[config.mk]
export PLATFORM = sky130hd
export DESIGN_NAME = minute_hour_counter
export DESIGN_NICKNAME = d
export VERILOG_FILES = /design/src/rtl/minute_hour_counter_pkg.sv /design/src/rtl/minute_hour_counter_bcd_split.sv /design/src/rtl/minute_hour_counter.sv
export SDC_FILE = /design/constraint.sdc
export NUM_CORES = 1
export LEC_CHECK = 0
export CAP_MARGIN = 20
export CORE_AREA = 3 3 62 64
export CTS_CLUSTER_SIZE = 14
export DETAILED_ROUTE_END_ITERATION = 12
export DIE_AREA = 0 0 65 67
export PLACE_DENSITY = 0.88
export SYNTH_ARGS = -nofsm -noshare
export SYNTH_HDL_FRONTEND = slang
export SYNTH_SLANG_ARGS = --single-unit
[constraint.sdc]
create_clock -name clk -period 6.7 [get_ports clk]
set_input_delay 0.67 -clock clk [delete_from_list [all_inputs] [get_ports clk]]
set_output_delay 0.67 -clock clk [all_outputs]
set_load 0.01 [all_outputs]
[src/rtl/minute_hour_counter_pkg.sv]
// Shared constants and types for the seconds / minute-hour / calendar time-of-day datapath.
package minute_hour_counter_pkg;
  localparam int SEC_MAX  = 59;
  localparam int MIN_MAX  = 59;
  localparam int HOUR_MAX = 23;
  localparam int DATA_W   = 6;

  typedef enum logic {
    SEL_MIN  = 1'b0,
    SEL_HOUR = 1'b1
  } load_sel_e;
endpackage

[src/rtl/minute_hour_counter_bcd_split.sv]
// Combinational split of a 0-59 binary value into BCD tens and units digits.
module bcd_split (
  input  logic [5:0] bin,
  output logic [2:0] tens,
  output logic [3:0] units
);
  always_comb begin
    tens  = 3'd0;
    units = bin[3:0];
    if (bin >= 6'd50) begin
      tens  = 3'd5;
      units = 4'(bin - 6'd50);
    end else if (bin >= 6'd40) begin
      tens  = 3'd4;
      units = 4'(bin - 6'd40);
    end else if (bin >= 6'd30) begin
      tens  = 3'd3;
      units = 4'(bin - 6'd30);
    end else if (bin >= 6'd20) begin
      tens  = 3'd2;
      units = 4'(bin - 6'd20);
    end else if (bin >= 6'd10) begin
      tens  = 3'd1;
      units = 4'(bin - 6'd10);
    end
  end
endmodule

[src/rtl/minute_hour_counter.sv]
// Minutes/hours stage: counts seconds-wrap pulses, supports field loads, and
// drives binary, BCD and 12/24h display values plus the midnight day_tick.
module minute_hour_counter
  import minute_hour_counter_pkg::*;
#(
  parameter int MIN_MAX  = minute_hour_counter_pkg::MIN_MAX,
  parameter int HOUR_MAX = minute_hour_counter_pkg::HOUR_MAX,
  parameter int DATA_W   = minute_hour_counter_pkg::DATA_W
) (
  input  logic              clk,
  input  logic              clear_n,
  input  logic              enable,
  input  logic              sec_carry,
  input  logic              load,
  input  logic              load_sel,
  input  logic [DATA_W-1:0] databus,
  input  logic              mode12,
  output logic [5:0]        min,
  output logic [4:0]        hour,
  output logic [2:0]        min_tens,
  output logic [3:0]        min_units,
  output logic [1:0]        hour_tens,
  output logic [3:0]        hour_units,
  output logic              pm,
  output logic              day_tick,
  output logic              load_err
);
  logic [5:0] disp_hour;
  logic [2:0] hour_tens_w;
  logic       unused_hour_tens_msb;

  // Full-width compares reject any set bit above the field width.
  always_ff @(posedge clk or negedge clear_n) begin
    if (!clear_n) begin
      min      <= '0;
      hour     <= '0;
      day_tick <= 1'b0;
      load_err <= 1'b0;
    end else begin
      day_tick <= 1'b0;
      load_err <= 1'b0;
      if (load) begin
        if (load_sel_e'(load_sel) == SEL_HOUR) begin
          if (databus <= DATA_W'(HOUR_MAX)) hour <= databus[4:0];
          else                              load_err <= 1'b1;
        end else begin
          if (databus <= DATA_W'(MIN_MAX)) min <= databus[5:0];
          else                             load_err <= 1'b1;
        end
      end else if (enable && sec_carry) begin
        if (min < 6'(MIN_MAX)) begin
          min <= min + 6'd1;
        end else begin
          min <= '0;
          if (hour < 5'(HOUR_MAX)) begin
            hour <= hour + 5'd1;
          end else begin
            hour     <= '0;
            day_tick <= 1'b1;
          end
        end
      end
    end
  end

  // 12h display shows midnight and noon as 12; the stored hour stays 0-23.
  always_comb begin
    disp_hour = {1'b0, hour};
    if (mode12) begin
      if (hour == 5'd0)       disp_hour = 6'd12;
      else if (hour > 5'd12)  disp_hour = {1'b0, hour - 5'd12};
    end
  end

  assign pm = (hour >= 5'd12);

  bcd_split u_min_bcd (
    .bin   (min),
    .tens  (min_tens),
    .units (min_units)
  );

  bcd_split u_hour_bcd (
    .bin   (disp_hour),
    .tens  (hour_tens_w),
    .units (hour_units)
  );

  assign hour_tens            = hour_tens_w[1:0];
  assign unused_hour_tens_msb = hour_tens_w[2];
endmodule

==> flow_summary.ini, run 1 <==
[detailed_routing]
wirelength_mm = 4.37
wl_met1_mm = 2.05
dr.pass1.iters = 4
drtIter0Drc = 191
viasPerCell = 5.91
wl_met2_mm = 1.96
drc_errors = 0
wire_per_inst_um = 15.1
vias = 1715
drtAntennaViolNets = 0
highest_layer = met4
met3_length_um = 273

[worst_setup_path]
cp-end-kind = primary output
slowest_stage = dfrtp_1
crit_family = compound AO/OA/AOI/OAI gates
worstSetupPathType = reg -> out
worstPathCellList = inv_1 > ha_1 > or2_1 > a311oi_2 > or2_1 > ha_1 > o21a_1 > nor2_1 > a2111o_1 > o211ai_1 > clkdlybuf4s50_1
cp.required_ns = 6.03
cp.buffers_inverters = 2
cp_max_fo = 12
critPathMaxStageDelay_ns = 0.59
cp.arrival_ns = 3.66
crit_path_start_kind = register

[synth]
ys_seq_elements = 13
synth_mux_area_share_pct = 1.86
yosysWarnings = 0
synth_compound_area_share_pct = 34.4
ys.flop_type = dfrtp_1
ys_seq_area_share_pct = 19.4
async_flop_share_pct = 100
synthXorXnorAreaFrac_pct = 2.08
synth_top_family_by_area = compound AO/OA/AOI/OAI gates
yosys.area.top_type_share_pct = 19.4
netlist_top_cells_count = ha_1 (19), o21ai_0 (19), a21oi_1 (18), inv_1 (18)
syn_area_per_cell_um2 = 7.93
yosysTopAreaCell = dfrtp_1
ys_types = 55
synthesis.area_um2 = 1680
postSynthCellCount = 212
synth-simple-area-share_pct = 20.1
synthAdderAreaFrac_pct = 14.1
synthTopCellsByArea = dfrtp_1 (19%), ha_1 (14%), o21ai_0 (5.7%)
synth_nets = 244
synth_edf_count = 0

[power_and_ir_drop]
powerDensity_nw_per_um2 = 353
irDropWorstVdd_v = 0.000209
cellLeakagePower_nw = 0.881

[floorplan]
core_area_um2 = 3340
num_rows = 21
initial_core_util_pct = 50.4
io_pins = 40
die_height_um = 67
dieArea_um2 = 4360
die_x_um = 65

[clocking]
cts_root_buf = clkbuf_4
clkTransAtPathRegs_ns = 0.08
htree_num_levels = 1
ctsResizeCount = 0
worstSkewPairLatency_ns = 0.29
cts_setup_buffers = 0
cts_tree = yes
cts.sinks = 13
cts_buffers = 3
clock_path_buffers = 2
cts_hold_buf = 0

[timing]
hold_violations = 0
slew-limit-headroom_pct = 52.5
worstMarginPinSlew_ns = 0.713
finalMaxSlewViolations = 0
tns_ns = 0
timing.final.crit_share_pct = 64.6
rsz0062_at_grt = false
finalSetupViolCount = 0
period_minus_slack_ns = 4.33
fmax_mhz = 231
skew_ns = 0.0104

[final_layout]
fin_nets = 277
area_delta_synth_final_pct = 24.3
n_antenna_cell = 0
drive_gt1_share_pct = 6.15
fillCellCount = 298
utilization_pct = 62.6

[grt]
grt_max_degree = 18
antenna_found_initial = 0
grt.overflow.total = 0
grt_first_pass_wirelength_mm = 7.23
grt.total_usage_pct = 21.3
grt_pass1_vias = 1546

[flow_run]
drv_cap = 0

[place]
gp_congestion = 0.924
dp.final_hpwl_mm = 3.44
portBuffers = 39

[outcome]
status = completed

[hold_path]
holdCritPathClass = reg -> reg
-- through the flow --
step           cell area (µm²)  setup WS [ns]  hold WS, ns  instances  power, W
6_report                  2090           2.37        0.698        290  0.000737
5_1_grt                   2090           2.18        0.731        290  0.000804
4_1_cts                   2090           2.40        0.697        290  0.000739
3_5_place_dp              2060           2.52        0.681        286  0.000686
3_3_place_gp              2060           2.57        0.660        286  0.000675
2_1_floorplan             1680           3.45        0.374        212  0.000481
-- placed cells by master (no fill, tap or decap), types with 2 or more instances in the layout --
cell type and instances:
a32oi_1 5, nand2b_1 3, a21oi_1 18, ha_1 19
nor3_1 4, o22ai_1 2, o31ai_1 2, clkdlybuf4s50_1 39
xnor2_1 3, dfrtp_1 13, clkbuf_4 3, o21ai_1 2
a21o_1 4, nor2_1 17, nor2b_1 5, and2_1 3
nand3_1 4, mux2i_1 2, or2_1 2, o21ai_0 19
nor3b_1 4, o211ai_1 5, a311oi_2 2, nand2_1 17
inv_1 18
-- kinds of logic after synthesis --
| group | count (synthesis) |
|---|---|
| AO/OA/AOI/OAI | 79 |
| AND/OR/NAND/NOR | 65 |
| buffers and inverters | 29 |
| adder cells (fa/ha/maj) | 19 |
| flip-flops | 13 |
| XOR/XNOR | 4 |
| multiplexers | 3 |
-- flip-flops by register name, indices dropped and copies added, names as in the netlist --
name,flops
day_tick,1
hour,5
load_err,1
min,6
-- layer usage --
layer	track usage, %	vias up
met4	7.39	0
li1	-	844
met5	0	-
met3	3.54	11
met1	28.7	779
met2	34.1	81
-- area by class of cell --
cell class / instances / area [µm²] / area share [%]
clock inverters: 1 / 5.00 / 0.240
flip-flops and latches: 13 / 325 / 15.6
multi-input cells: 170 / 1220 / 58.4
inverters: 18 / 67.6 / 3.24
repair buffers: 39 / 390 / 18.7
well taps: 46 / 57.6 / 2.76
clock buffers: 3 / 22.5 / 1.08
-- path summary, 6_finish.rpt --
check	startpoint	endpoint	slack, ns	cells past startpoint
worst max-delay path	hour[2]	hour_units[2]	2.37	11
worst min-delay path	hour[1]	hour[1]	0.70	2
worst max register to register	min[2]	hour[4]	4.44	7
worst min register to register	hour[1]	hour[1]	0.70	2
max in group asynchronous	clear_n	hour[3]	5.55	1
min in group asynchronous	clear_n	hour[2]	0.75	1
-- worst min-delay path, stage by stage (launching register included) --
cell     delay [ns]
dfrtp_1        0.46
inv_1          0.13
a21oi_1        0.07
-- power breakdown --
part           leakage [nW]  switching [W]  internal (W)
Combinational         0.704       0.000264      0.000269
Sequential            0.158      0.0000582     0.0000963
Clock                0.0177      0.0000272     0.0000222
Note: power is estimated with default switching activity, not from simulation.
==> run 2: changes to the inputs <==
Clock period 6.7 ns to 4.02 ns, I/O delays scaled along.
==> run 2 against run 1 <==
Largest cell class unchanged. Worst hold slack lost 0.19 ns. Final cell count rose by 0.34%. Die area stayed put. Clock power up 64%.
==> flow_summary.ini, run 2 (synthesized netlist as in run 1, its figures left out) <==
[timing]
finalMaxSlewViolations = 0
period_minus_slack_ns = 3.78
fmax_mhz = 264
worstMarginPinSlew_ns = 0.674
rsz0062_at_grt = false
timing.final.crit_share_pct = 94.1
skew_ns = 0.00734
slew-limit-headroom_pct = 55.1
finalSetupViolCount = 0
tns_ns = 0
hold_slack_ns = 0.509
hold_violations = 0

[detailed_routing]
viasPerCell = 5.91
drtIter0Drc = 171
wirelength_mm = 4.24
wire_per_inst_um = 14.6
vias = 1720
drc_errors = 0
dr.pass1.iters = 4
drtAntennaViolNets = 0

[floorplan]
num_rows = 21
initial_core_util_pct = 50.4
io_pins = 40
dieArea_um2 = 4360
core_area_um2 = 3340
die_x_um = 65
die_height_um = 67

[worst_setup_path]
cp-end-kind = primary output
r2r_start = min[2]
slowest_stage = clkdlybuf4s50_1
cp.arrival_ns = 3.38
crit_family = compound AO/OA/AOI/OAI gates
cp_max_fo = 6
crit_path_start_kind = register
cp.required_ns = 3.62
critPathMaxStageDelay_ns = 0.56
worstPathCellList = inv_1 > ha_1 > or2_1 > a311oi_4 > or2_4 > ha_1 > o21a_1 > nor2_1 > a2111o_1 > o211ai_1 > clkdlybuf4s50_1
worstSetupPathType = reg -> out
crit_top_cell = ha_1
cp.buffers_inverters = 2
cp-startpoint = hour[2]

[final_layout]
utilization_pct = 63.4
fin_nets = 278
largestRegisters = min: 6 flops, hour: 5 flops
largest_reg_flops = 6
n_antenna_cell = 0
mostFrequentLayoutCells = clkdlybuf4s50_1 (39), o21ai_0 (19), inv_1 (18), a21oi_1 (18), ha_1 (18)
drive_gt1_share_pct = 7.76
area_delta_synth_final_pct = 26.0
top_register = min
layout_commonest_cell = clkdlybuf4s50_1
fin_area_um2 = 2120

[grt]
grt_pass1_vias = 1489
grt_max_degree = 18
grt_first_pass_wirelength_mm = 6.92
grt.overflow.total = 0
antenna_found_initial = 0
grt.total_usage_pct = 20.1

[place]
portBuffers = 39
dp.final_hpwl_mm = 3.28
place_area_um2 = 2070
gp_congestion = 0.914

[clocking]
cts_buffers = 3
clock_path_buffers = 2
cts.sinks = 13
clkTransAtPathRegs_ns = 0.08
worstSkewPairLatency_ns = 0.28
cts_tree = yes
htree_num_levels = 1
cts_root_buf = clkbuf_4
cts_hold_buf = 0

[hold_path]
holdCritPathClass = in -> async

[outcome]
status = completed

[power_and_ir_drop]
cellLeakagePower_nw = 0.885
irDropWorstVdd_v = 0.000311
powerDensity_nw_per_um2 = 588
p_total_w = 0.00124

[flow_run]
drv_cap = 0
run 2: cell types whose count changed in the layout (fill, tap and decap cells not counted), sizes merged:
cell    change
clkinv      -1
buf         +1
clkbuf      +1
run 2: cell type report:
| cell class | instances | area, µm² |
|---|---|---|
| tap | 46 | 57.6 |
| multi-input combinational | 170 | 1240 |
| clock buffer | 4 | 26.3 |
| timing repair buffer | 40 | 398 |
| sequential | 13 | 327 |
| fill | 271 | 1220 |
| inverter | 18 | 67.6 |
run 2: through the flow:
step,cells,setup slack [ns]
6_report,291,0.235
5_1_grt,291,0.0450
4_1_cts,291,0.169
3_5_place_dp,287,0.388
3_3_place_gp,287,0.381
2_1_floorplan,212,1.04
run 2: routing by layer:
metal	up-vias	GRT usage, %	wire, µm
met2	76	32.1	1890
li1	845	-	-
met1	795	28.2	2040
met5	-	0	0
met4	0	5.01	53
met3	4	3.20	253
run 2: final timing paths:
| kind | endpoint | slack, ns | depth (start not counted) |
|---|---|---|---|
| worst max-delay path | hour_units[2] | 0.24 | 11 |
| max in group asynchronous | hour[3] | 3.07 | 1 |
| worst min register to register | hour[3] | 0.65 | 2 |
| worst min-delay path | min[4] | 0.51 | 1 |
| worst max register to register | hour[4] | 1.77 | 7 |
| min in group clk | hour[3] | 0.65 | 2 |
run 2: where the power goes:
part | switching [W] | internal [W] | total (W)
Combinational | 0.000447 | 0.000462 | 0.000910
Clock | 0.0000427 | 0.0000385 | 0.0000811
Sequential | 0.0000925 | 0.000162 | 0.000254
Total | 0.000582 | 0.000663 | 0.00124
run 2: repair_timing:
action / CTS / global route
gates resized for setup: 0 / 5
setup buffers: 0 / 0
setup endpoints to repair: 0 / 4
